<file path="src/rtl/vm2002_common_pkg.sv">
// vm2002_common_pkg: shared coin types, change FSM states and coin values for the vm2002.
package vm2002_common_pkg;

    typedef enum logic [1:0] {
        COIN_NONE = 2'd0,
        NICKEL    = 2'd1,
        DIME      = 2'd2,
        QUARTER   = 2'd3
    } coins_t;

    typedef enum logic [1:0] {
        IDLE   = 2'd0,
        SELECT = 2'd1,
        REQ    = 2'd2,
        DONE   = 2'd3
    } change_state_t;

    localparam logic [7:0] NICKEL_CENTS  = 8'd5;
    localparam logic [7:0] DIME_CENTS    = 8'd10;
    localparam logic [7:0] QUARTER_CENTS = 8'd25;

    function automatic logic [7:0] coin_value(input coins_t c);
        return (c == QUARTER) ? QUARTER_CENTS :
               (c == DIME)    ? DIME_CENTS    :
               (c == NICKEL)  ? NICKEL_CENTS  : 8'd0;
    endfunction

endpackage

</file>
<file path="src/rtl/vm2002_coin_tube.sv">
// vm2002_coin_tube: one hopper tube inventory with saturating refill and dispense decrement.
module vm2002_coin_tube #(
    parameter int COUNT_W = 6
) (
    input  logic               clk,
    input  logic               hrst,
    input  logic               load_en,
    input  logic [COUNT_W-1:0] load_count,
    input  logic               dec_en,
    output logic [COUNT_W-1:0] count,
    output logic               nonzero
);

    logic [COUNT_W-1:0] cnt_q, cnt_d;
    logic [COUNT_W:0]   sum;

    assign sum = {1'b0, cnt_q} + {1'b0, load_count};

    always_comb begin
        cnt_d = load_en ? (sum[COUNT_W] ? '1 : sum[COUNT_W-1:0]) :
                (dec_en && cnt_q != '0) ? cnt_q - 1'b1 : cnt_q;
    end

    always_ff @(posedge clk) begin
        if (hrst) begin
            cnt_q <= '0;
        end else begin
            cnt_q <= cnt_d;
        end
    end

    assign count   = cnt_q;
    assign nonzero = cnt_q != '0;

endmodule

</file>
<file path="src/rtl/vm2002_change_ctrl.sv">
// vm2002_change_ctrl: pays out a cents balance one coin at a time over a hopper req/ack
// handshake, greedy largest-coin-first with fallback, tracking tube inventories.
module vm2002_change_ctrl
    import vm2002_common_pkg::*;
#(
    parameter int COUNT_W     = 6,
    parameter int TIMEOUT_CYC = 16
) (
    input  logic               clk,
    input  logic               hrst,
    input  logic               start,
    input  logic [7:0]         balance,
    input  logic               load_valid,
    input  logic [1:0]         load_coin,
    input  logic [COUNT_W-1:0] load_count,
    output logic               load_ready,
    output logic               busy,
    output logic               disp_req,
    output logic [1:0]         disp_coin,
    input  logic               hopper_ack,
    output logic               done,
    output logic               short,
    output logic               fault,
    output logic [7:0]         remaining,
    output logic [COUNT_W-1:0] inv_nickel,
    output logic [COUNT_W-1:0] inv_dime,
    output logic [COUNT_W-1:0] inv_quarter
);

    localparam int TMO_W = $clog2(TIMEOUT_CYC + 1);

    change_state_t    state_q, state_d;
    coins_t           coin_q, coin_d, pick, lc;
    logic [7:0]       rem_q, rem_d;
    logic [TMO_W-1:0] tmo_q, tmo_d;
    logic             req_q, done_q, short_q, short_d, fault_q, fault_d, busy_q, lr_q;
    logic             nz_n, nz_d, nz_q, load_acc, ack_acc;

    assign lc       = coins_t'(load_coin);
    assign load_acc = load_valid && lr_q;
    assign ack_acc  = state_q == REQ && hopper_ack;

    assign pick = (rem_q >= QUARTER_CENTS && nz_q) ? QUARTER :
                  (rem_q >= DIME_CENTS    && nz_d) ? DIME    :
                  (rem_q >= NICKEL_CENTS  && nz_n) ? NICKEL  : COIN_NONE;

    always_comb begin
        state_d = state_q;
        coin_d  = coin_q;
        rem_d   = rem_q;
        tmo_d   = tmo_q;
        short_d = short_q;
        fault_d = fault_q;
        case (state_q)
            IDLE: begin
                if (start) begin
                    rem_d   = balance;
                    short_d = 1'b0;
                    fault_d = 1'b0;
                    state_d = SELECT;
                end
            end
            SELECT: begin
                if (pick != COIN_NONE) begin
                    coin_d  = pick;
                    tmo_d   = '0;
                    state_d = REQ;
                end else begin
                    short_d = rem_q != 8'd0;
                    state_d = DONE;
                end
            end
            REQ: begin
                if (hopper_ack) begin
                    rem_d   = rem_q - coin_value(coin_q);
                    state_d = SELECT;
                end else if (tmo_q == TMO_W'(TIMEOUT_CYC - 1)) begin
                    fault_d = 1'b1;
                    short_d = 1'b1;
                    state_d = DONE;
                end else begin
                    tmo_d = tmo_q + TMO_W'(1);
                end
            end
            default: state_d = IDLE;
        endcase
    end

    // Status flags are registered off the next state so they line up with the state they describe.
    always_ff @(posedge clk) begin
        if (hrst) begin
            state_q <= IDLE;
            coin_q  <= COIN_NONE;
            rem_q   <= '0;
            tmo_q   <= '0;
            req_q   <= 1'b0;
            done_q  <= 1'b0;
            short_q <= 1'b0;
            fault_q <= 1'b0;
            busy_q  <= 1'b0;
            lr_q    <= 1'b1;
        end else begin
            state_q <= state_d;
            coin_q  <= coin_d;
            rem_q   <= rem_d;
            tmo_q   <= tmo_d;
            req_q   <= state_d == REQ;
            done_q  <= state_d == DONE;
            short_q <= short_d;
            fault_q <= fault_d;
            busy_q  <= state_d != IDLE;
            lr_q    <= state_d == IDLE;
        end
    end

    vm2002_coin_tube #(.COUNT_W(COUNT_W)) u_tube_n (
        .clk       (clk),
        .hrst      (hrst),
        .load_en   (load_acc && lc == NICKEL),
        .load_count(load_count),
        .dec_en    (ack_acc && coin_q == NICKEL),
        .count     (inv_nickel),
        .nonzero   (nz_n)
    );

    vm2002_coin_tube #(.COUNT_W(COUNT_W)) u_tube_d (
        .clk       (clk),
        .hrst      (hrst),
        .load_en   (load_acc && lc == DIME),
        .load_count(load_count),
        .dec_en    (ack_acc && coin_q == DIME),
        .count     (inv_dime),
        .nonzero   (nz_d)
    );

    vm2002_coin_tube #(.COUNT_W(COUNT_W)) u_tube_q (
        .clk       (clk),
        .hrst      (hrst),
        .load_en   (load_acc && lc == QUARTER),
        .load_count(load_count),
        .dec_en    (ack_acc && coin_q == QUARTER),
        .count     (inv_quarter),
        .nonzero   (nz_q)
    );

    assign load_ready = lr_q;
    assign busy       = busy_q;
    assign disp_req   = req_q;
    assign disp_coin  = coin_q;
    assign done       = done_q;
    assign short      = short_q;
    assign fault      = fault_q;
    assign remaining  = rem_q;

endmodule

</file>
<file path="config.mk">
export PLATFORM = sky130hd
export DESIGN_NAME = vm2002_change_ctrl
export DESIGN_NICKNAME = d
export VERILOG_FILES = /design/src/rtl/vm2002_common_pkg.sv /design/src/rtl/vm2002_coin_tube.sv /design/src/rtl/vm2002_change_ctrl.sv
export SDC_FILE = /design/constraint.sdc
export NUM_CORES = 1
export LEC_CHECK = 0
export CORE_ASPECT_RATIO = 1.75
export CORE_MARGIN = 8
export CORE_UTILIZATION = 40
export CTS_BUF_LIST = sky130_fd_sc_hd__clkbuf_4
export CTS_CLUSTER_DIAMETER = 150
export DETAILED_ROUTE_END_ITERATION = 16
export PLACE_DENSITY = 0.65
export SLEW_MARGIN = 20
export SYNTH_ARGS = -nofsm -noshare
export SYNTH_HDL_FRONTEND = slang
export SYNTH_HIERARCHICAL = 1
export SYNTH_SLANG_ARGS = --single-unit
</file>
<file path="constraint.sdc">
create_clock -name clk -period 2.7 [get_ports clk]
set_input_delay 0.54 -clock clk [delete_from_list [all_inputs] [get_ports clk]]
set_output_delay 0.54 -clock clk [all_outputs]
set_load 0.005 [all_outputs]
</file>
==> results of run 1 <==
[timing repair]
item / CTS / global route
setup endpoints to repair: 0 / 1
gates resized for setup: 0 / 2
hold endpoints to repair: 0 / 0
buffers inserted: 0 / 0
[registers in the layout, indices dropped and copies added (netlist names), 2 cells and up]
name	flops
disp_coin	2
remaining	8
state_q	2
tmo_q	5
u_tube_d/count	6
u_tube_n/count	6
u_tube_q/count	6
[cell type report]
cell class / instances / area (sq um)
Clock buffer: 6 / 45.0
Inverter: 19 / 71.3
Timing Repair Buffer: 74 / 703
Multi-Input combinational cell: 333 / 2400
Fill cell: 786 / 4010
Clock inverter: 2 / 33.8
Sequential cell: 41 / 821
Tap cell: 92 / 115
[worst paths after layout]
kind / end / slack, ns / cells after the start
worst max-delay path: load_ready / 0.21 / 9
worst min-delay path: tmo_q[4] / 0.49 / 2
worst max register to register: load_ready / 0.21 / 9
worst min register to register: tmo_q[4] / 0.49 / 2
[power breakdown]
part | internal, mW | leakage [nW] | switching (mW)
combinational | 0.789 | 1.33 | 0.877
sequential | 0.728 | 0.335 | 0.182
clock | 0.203 | 0.0433 | 0.223
total | 1.72 | 1.70 | 1.28
[layout by cell type, fill, tap and decap left out, types with 4 or more instances in the layout]
master,Yosys,final
clkbuf_4,0,6
a21oi_1,38,38
dfxtp_1,41,41
inv_1,19,19
o21a_1,4,4
o22ai_1,9,9
nand2b_1,10,10
nor2b_1,7,7
xor2_1,6,6
ha_1,35,35
nor2_1,31,31
nand3b_1,8,8
a211o_1,5,5
a211oi_1,18,18
nand2_1,28,28
nor3_1,17,17
o21ai_0,11,11
buf_4,0,19
nand3_1,12,12
clkdlybuf4s50_1,0,54
or3_1,8,8
a221oi_1,6,6
and3_1,6,6
a21o_1,6,6
nand4_1,4,4
fa_1,4,4
[through the flow]
| stage | hold WS (ns) | total power, mW | util, % | cells | worst slack (ns) |
|---|---|---|---|---|---|
| CTS | 0.496 | 3.00 | 51.0 | 567 | 0.114 |
| floorplan | 0.451 | 1.97 | - | 405 | 0.188 |
| finish | 0.492 | 3.00 | 51.1 | 567 | 0.206 |
| global placement | 0.462 | 2.54 | 50.0 | 559 | 0.0787 |
| global route | 0.513 | 3.22 | 51.1 | 567 | 0.0923 |
| detailed placement | 0.476 | 2.56 | 50.0 | 559 | 0.0368 |
[cells by family after synthesis]
kind of cell / count (synthesis) / share of synthesized area (%)
simple gates: 162 / 27.7
compound gates: 120 / 24.9
flops: 41 / 24.6
fa+ha+maj: 39 / 15.5
buf+inv: 31 / 3.82
xor+xnor: 6 / 1.57
mux: 6 / 1.91
[per-layer routing]
layer	part of all wire (%)	global-route usage, %	vias to the layer above
li1	-	-	1655
met1	41	17.3	1595
met2	53	31.4	101
met3	4.7	3.25	13
met4	2.2	6.98	0
met5	0	0	-
[synth_stat cells (3+ instances only)]
cell | n | area, sq um
and2_1 | 3 | 18.8
nand2_1 | 28 | 105
o22ai_1 | 9 | 56.3
mux2i_1 | 3 | 30.0
clkbuf_1 | 8 | 30.0
clkbuf_2 | 3 | 15.0
or4b_1 | 3 | 30.0
nand4_1 | 4 | 25.0
or3_1 | 8 | 50.1
fa_1 | 4 | 80.1
nand2b_1 | 10 | 62.6
inv_1 | 19 | 71.3
a211o_1 | 5 | 43.8
ha_1 | 35 | 438
or4b_4 | 3 | 41.3
or2_2 | 3 | 18.8
xor2_1 | 6 | 52.6
mux2_2 | 3 | 33.8
a21o_1 | 6 | 45.0
nor3b_1 | 3 | 22.5
o21a_1 | 4 | 30.0
nand3b_1 | 8 | 60.1
a221oi_1 | 6 | 52.6
or3_2 | 3 | 22.5
nand3_1 | 12 | 60.1
a211oi_1 | 18 | 135
nor2_1 | 31 | 116
a31o_2 | 3 | 26.3
a21oi_1 | 38 | 190
nor2b_1 | 7 | 43.8
dfxtp_1 | 41 | 821
o21ai_0 | 11 | 55.1
nor3_1 | 17 | 85.1
nor3_2 | 3 | 30.0
and3_1 | 6 | 37.5
and2b_1 | 3 | 22.5
or2b_1 | 3 | 22.5
a221o_1 | 3 | 30.0
[worst min-delay path, cell delays in order, from the launching register on]
cell and delay [ns]:
dfxtp_1 0.34, nand2b_1 0.07, mux2i_1 0.06
==> flow_summary.ini, run 1 <==
[synth]
synth-seq-cells = 41
syn_area_sq_mm = 0.00334
ys_warn_count = 6
avgSynthCellArea_sq_um = 8.25
synthesis.nets = 465
synth-async-reset-ratio_pct = 0
synthCells = 405
seq_area_frac_synth_pct = 24.6
ys_types = 58
synth_edf_count = 0
ys.flop_type = dfxtp_1

[clock_tree]
insertion_delay_ns = 0.37
root_buffer = clkbuf_4
cts_max_path_buffers = 2
h-tree-depth = 2
holdBufCountCts = 0
cts.clk_slew.worst_paths_ns = 0.14
cts_tree = yes
clock-sinks = 41
numCtsBuffers = 5

[detailed_routing]
antenna_left = 0
route.detailed.drc = 0
viasPerCell = 5.93
vias = 3364
wl_per_cell_um = 17.0
dr.pass1.iters = 4
drtIter0Drc = 143
drt_wl_total_um = 9630

[cells_and_area]
fin_nets = 534
area_growth_pct = 25.6
diodes = 0
drive_gt1_share_pct = 11.4
final_area_sq_mm = 0.00419

[placed_design]
io_buffers = 54
post_dp_cell_area_sq_mm = 0.00410
dp_hpwl_um = 7580
gp_congestion = 0.844

[critical_path]
crit_start = u_tube_q/count[0]
critPathKind = register to register
path_cells = inv_1 -> ha_1 -> or4b_1 -> or2_4 -> o31a_2 -> a41oi_4 -> nand4_4 -> and3_4 -> a211o_1
critical_path.slowest_cell = or4b_1
cp.required_ns = 2.98
path_buf_inv = 1
r2r_start = u_tube_q/count[0]
cp.arrival_ns = 2.77
critPathMaxFanout = 6
crit_path_start_kind = register
cpPeakStageDelay_ns = 0.47
cp_top_family = simple AND/OR/NAND/NOR gates
end_kind = register

[grt]
grt_antenna_before_repair = 0
overflow = 0
grt_max_degree = 26
grt_pass1_vias = 3267
grt_use_total_pct = 16.6
grt_pass1_wl_um = 15700

[sta]
rsz0062_at_grt = no
maxSlewViolCount = 0
layout_min_cycle_time_ns = 2.49
slew_headroom_pct = 67.0
hold_viol_final = 0
setup_viol = 0
fmax_mhz = 401
fin_setup_tns_ns = 0
finalClockSkew_ns = 0.0166
tightest_slew_ns = 0.494
period_share_pct = 92.4

[floorplan]
dieArea_sq_mm = 0.0116
die_y_um = 137
die-width_um = 85.1
boundaryPins = 55
num_rows = 44
core_sq_mm = 0.00820
start_util_pct = 40.7

[min_path]
min-delay-start = tmo_q[4]
hold_path_class = register to register

[power]
ir_drop_mv = 0.476
power_density_mw_per_mm2 = 716
cellLeakagePower_nw = 1.70

[flow_run]
drv_cap = 0

[outcome]
status = finished clean
Power figures use the tool's default switching activity.
==> inputs of run 2 (changes only) <==
CTS_BUF_LIST = default   (was sky130_fd_sc_hd__clkbuf_4)
==> flow_summary.ini, run 2 (same netlist as run 1, synthesis figures left out) <==
[cells_and_area]
diodes = 0
post-route-util_pct = 52.3
fin_nets = 534
multi_input_area_sq_mm = 0.00240
final_common_cell = clkdlybuf4s50_1
final_cell_mix = clkdlybuf4s50_1, dfxtp_1, a21oi_1
largest_reg_flops = 8
drive_gt1_share_pct = 11.4
seq_area_sq_um = 821
fill_cells = 767
area_growth_pct = 28.4

[sta]
finalClockSkew_ns = 0.00614
fin_setup_tns_ns = 0
fmax_mhz = 400
period_share_pct = 92.6
tightest_slew_ns = 0.479
maxSlewViolCount = 0
setup_slack_ns = 0.199
slew_headroom_pct = 67.8
setup_viol = 0
hold_viol_final = 0
rsz0062_at_grt = no
layout_min_cycle_time_ns = 2.50

[detailed_routing]
drt_wl_total_um = 9690
wl_per_cell_um = 17.1
vias = 3390
drtIter0Drc = 184
dr.pass1.iters = 5
viasPerCell = 5.98
route.detailed.drc = 0
antenna_left = 0

[grt]
grt_pass1_vias = 3279
grt_antenna_before_repair = 0
grt_max_degree = 26
overflow = 0
grt_use_total_pct = 16.8
use_met3_pct = 3.43
grt_use_met1_pct = 17.4
gr-max-usage-layer = met2
grt_pass1_wl_um = 15700
grt_use_met2_pct = 31.2

[critical_path]
critPathMaxFanout = 6
cpPeakStageDelay_ns = 0.48
cp.arrival_ns = 2.68
end_kind = register
r2r_start = u_tube_q/count[0]
crit_start = u_tube_q/count[0]
cp.required_ns = 2.88
crit_path_start_kind = register
path_cells = inv_1 -> ha_1 -> or4b_1 -> or2_4 -> o31a_2 -> a41oi_4 -> nand4_4 -> and3_4 -> a211o_1
critPathKind = register to register
critical_path.slowest_cell = or4b_1

[floorplan]
boundaryPins = 55
core_sq_mm = 0.00820
dieArea_sq_mm = 0.0116
start_util_pct = 40.7
die-width_um = 85.1
die_y_um = 137
num_rows = 44

[min_path]
hold_path_class = register to register
min-delay-start = tmo_q[4]

[placed_design]
dp_hpwl_um = 7580
io_buffers = 54
place_ws_ns = 0.0368
gp_congestion = 0.844

[power]
cellLeakagePower_nw = 1.75
finalPower_mw = 3.29
power_density_mw_per_mm2 = 768
ir_drop_mv = 0.541

[clock_tree]
cts_max_path_buffers = 2
root_buffer = clkbuf_16
h-tree-depth = 2
numCtsBuffers = 5
clock-sinks = 41
insertion_delay_ns = 0.29
holdBufCountCts = 0
cts.clk_slew.worst_paths_ns = 0.06
cts_tree = yes

[flow_run]
drv_cap = 0

[outcome]
status = finished clean
## run 2: cell count changes in the layout (fill, tap and decap cells not counted), sizes merged
cell    before  now
clkbuf       6    7
clkinv       1    0
## run 2: cell type report
| cell class | instances | share of cell area, % |
|---|---|---|
| inverter | 19 | 1.66 |
| timing repair buffer | 74 | 16.4 |
| multi-input combinational | 333 | 56.1 |
| clock buffer | 7 | 3.33 |
| tap | 92 | 2.68 |
| sequential | 41 | 19.1 |
| clock inverter | 1 | 0.700 |
## run 2: final timing paths
kind	endpoint	slack, ns	cells past startpoint
max reg2reg	load_ready	0.20	9
max	load_ready	0.20	9
min reg2reg	tmo_q[4]	0.48	2
min	tmo_q[4]	0.48	2
## run 2: worst max-delay path: cells and delay by family, from the launching register on
family / cells / cell delay (ns)
fa+ha+maj: 1 / 0.19
flops: 1 / 0.31
compound gates: 3 / 0.66
buf+inv: 1 / 0.07
simple gates: 4 / 1.15
## run 2: repair_timing
action | CTS | global route
setup buffers | 0 | 0
hold endpoints to repair | 0 | 0
endpoints found under the setup margin | 0 | 1
resized for setup | 0 | 2
## run 2: power by group
group	total, mW	internal [mW]	switching [mW]
Sequential	0.913	0.729	0.183
Combinational	1.67	0.789	0.877
Clock	0.716	0.462	0.254
Total	3.29	1.98	1.31
## run 2: per-layer routing
| metal | wire [um] | share of wire (%) |
|---|---|---|
| met1 | 3970 | 41 |
| met2 | 5010 | 52 |
| met3 | 419 | 4.3 |
| met4 | 293 | 3.0 |
| met5 | 0 | 0 |
## run 2: metrics by stage
stage,hold WS (ns),std cells,area (sq um)
2_1_floorplan,0.451,405,3340
3_3_place_gp,0.462,559,4100
3_5_place_dp,0.476,559,4100
4_1_cts,0.486,567,4270
5_1_grt,0.503,567,4290
6_report,0.481,567,4290
==> inputs of run 3 (changes only) <==
CORE_MARGIN = 1.5   (was 8)
SLEW_MARGIN = default   (was 20)
SYNTH_HIERARCHICAL = default   (was 1)
==> flow_summary.ini, run 3 <==
[synth]
synthCells = 380
ys.flop_type = dfxtp_1
synth.largest_area_cell = dfxtp_1
avgSynthCellArea_sq_um = 8.42
seq_area_frac_synth_pct = 25.7
synth-seq-cells = 41
yosysMostFrequentCell = dfxtp_1
syn_area_sq_mm = 0.00320
ys_top_cells_by_count = dfxtp_1, inv_1, ha_1
synth.area.top_cells = dfxtp_1, ha_1, inv_1, a21oi_1, o21ai_0
ys_types = 68
synthesis.nets = 437
synth_edf_count = 0
synth-async-reset-ratio_pct = 0
ys_warn_count = 0
synth.top_cell.area_share_pct = 25.7

[min_path]
hold_path_class = register to register

[clock_tree]
root_buffer = clkbuf_16
h-tree-depth = 2
cts_max_path_buffers = 2
clock-sinks = 41
cts_tree = yes
cts.clk_slew.worst_paths_ns = 0.06
holdBufCountCts = 0
numCtsBuffers = 5
insertion_delay_ns = 0.29

[detailed_routing]
antenna_left = 0
vias = 3143
viasPerCell = 5.77
wl_per_cell_um = 16.2
route.detailed.drc = 0
dr.pass1.iters = 4
drtIter0Drc = 168
drt_wl_total_um = 8830

[power]
cellLeakagePower_nw = 1.65
power_density_mw_per_mm2 = 753
finalPower_mw = 3.14
ir_drop_mv = 0.469

[placed_design]
gp_congestion = 0.862
dp_hpwl_um = 6950
place_ws_ns = -0.118
io_buffers = 54

[outcome]
status = finished clean

[cells_and_area]
largest_reg_flops = 8
fill_cells = 767
final_cell_mix = clkdlybuf4s50_1, dfxtp_1, inv_1
fin_nets = 511
area_growth_pct = 30.4
diodes = 0
drive_gt1_share_pct = 11.4
final_common_cell = clkdlybuf4s50_1

[floorplan]
dieArea_sq_mm = 0.00856
core_sq_mm = 0.00786
die_y_um = 121
num_rows = 43
die-width_um = 70.6
start_util_pct = 40.7
boundaryPins = 55

[sta]
tightest_slew_ns = 0.560
hold_viol_final = 0
hold_ws_ns = 0.468
fmax_mhz = 404
slew_headroom_pct = 62.4
maxSlewViolCount = 0
setup_slack_ns = 0.226
layout_min_cycle_time_ns = 2.47
finalClockSkew_ns = 0.00663
period_share_pct = 91.6
rsz0062_at_grt = no
setup_viol = 0

[critical_path]
critical_path.slowest_cell = clkdlybuf4s50_1
critPathMaxFanout = 3
path_buf_inv = 1
cpPeakStageDelay_ns = 0.54
cp.arrival_ns = 2.63
cp.required_ns = 2.86
path_cells = clkdlybuf4s50_1 -> ha_1 -> nor2b_1 -> o21a_1 -> a2111oi_0 -> a31oi_1 -> o31ai_1 -> a221oi_1
critPathKind = input port to register
cp_top_family = compound AO/OA/AOI/OAI gates
crit_path_start_kind = input port
end_kind = register

[grt]
overflow = 0
grt_use_total_pct = 21.4
grt_pass1_vias = 3154
grt_pass1_wl_um = 14600
grt_max_degree = 18
grt_antenna_before_repair = 0

[flow_run]
drv_cap = 0
## run 3: changes by cell type after synthesis, moves of 11 or more
cell / delta
inv_1: +17
nor2_1: -11
a211oi_1: -12
a21oi_1: -14
## run 3: logic make-up after synthesis
group | after synthesis | share of synthesized area (%)
xor+xnor | 14 | 3.83
simple gates | 120 | 21.6
buf+inv | 47 | 5.67
compound gates | 113 | 25.4
flops | 41 | 25.7
fa+ha+maj | 36 | 15.0
mux | 9 | 2.82
## run 3: stage by stage
step | setup TNS, ns | instance area [sq um] | utilization [%] | std cells
5_1_grt | 0 | 4170 | 53.1 | 545
6_report | 0 | 4170 | 53.1 | 545
3_5_place_dp | -0.875 | 3980 | 50.6 | 536
2_1_floorplan | 0 | 3200 | - | 380
4_1_cts | 0 | 4150 | 52.8 | 544
3_3_place_gp | -0.324 | 3980 | 50.6 | 536
## run 3: worst reg2reg max path: stages, from the launching register on
cell and delay (ns):
dfxtp_1 0.42, nand2b_1 0.21, ha_1 0.24, nor2b_1 0.13, o21a_1 0.17, o21ai_0 0.22, a21oi_1 0.18, or4_2 0.63
a31oi_1 0.18
## run 3: final timing paths
check	startpoint	to	slack, ns	cells after the start
worst max-delay path	load_count[2]	u_tube_d.count[4]	0.23	8
worst min-delay path	tmo_q[4]	tmo_q[4]	0.47	2
worst max register to register	disp_coin[0]	remaining[7]	0.25	8
worst min register to register	tmo_q[4]	tmo_q[4]	0.47	2
## run 3: metal layers
metal	global-route usage, %	share of wire [%]	vias to the layer above
met3	3.57	3.4	19
met4	10.3	3.4	0
li1	-	-	1561
met1	23.2	40	1490
met5	0	0	-
met2	39.4	53	73
## run 3: cell type report
cell class                      count  area (sq um)  area share (%)
Clock inverter                      1          30.0           0.720
Sequential cell                    41           821            19.7
Multi-Input combinational cell    292          2200            52.9
Tap cell                           90           113            2.70
Inverter                           36           135            3.24
Timing Repair Buffer               78           723            17.3
Clock buffer                        7           143            3.42
## run 3: where the power goes
| group | switching, mW | total (mW) | internal, mW |
|---|---|---|---|
| registers | 0.183 | 0.907 | 0.725 |
| clock network | 0.250 | 0.712 | 0.462 |
| logic | 0.767 | 1.52 | 0.753 |
| total | 1.20 | 3.14 | 1.94 |
## run 3: repair_timing
item,4_1_cts,5_1_grt
setup endpoints to repair,0,7
resized for setup,0,3
setup buffers,0,1
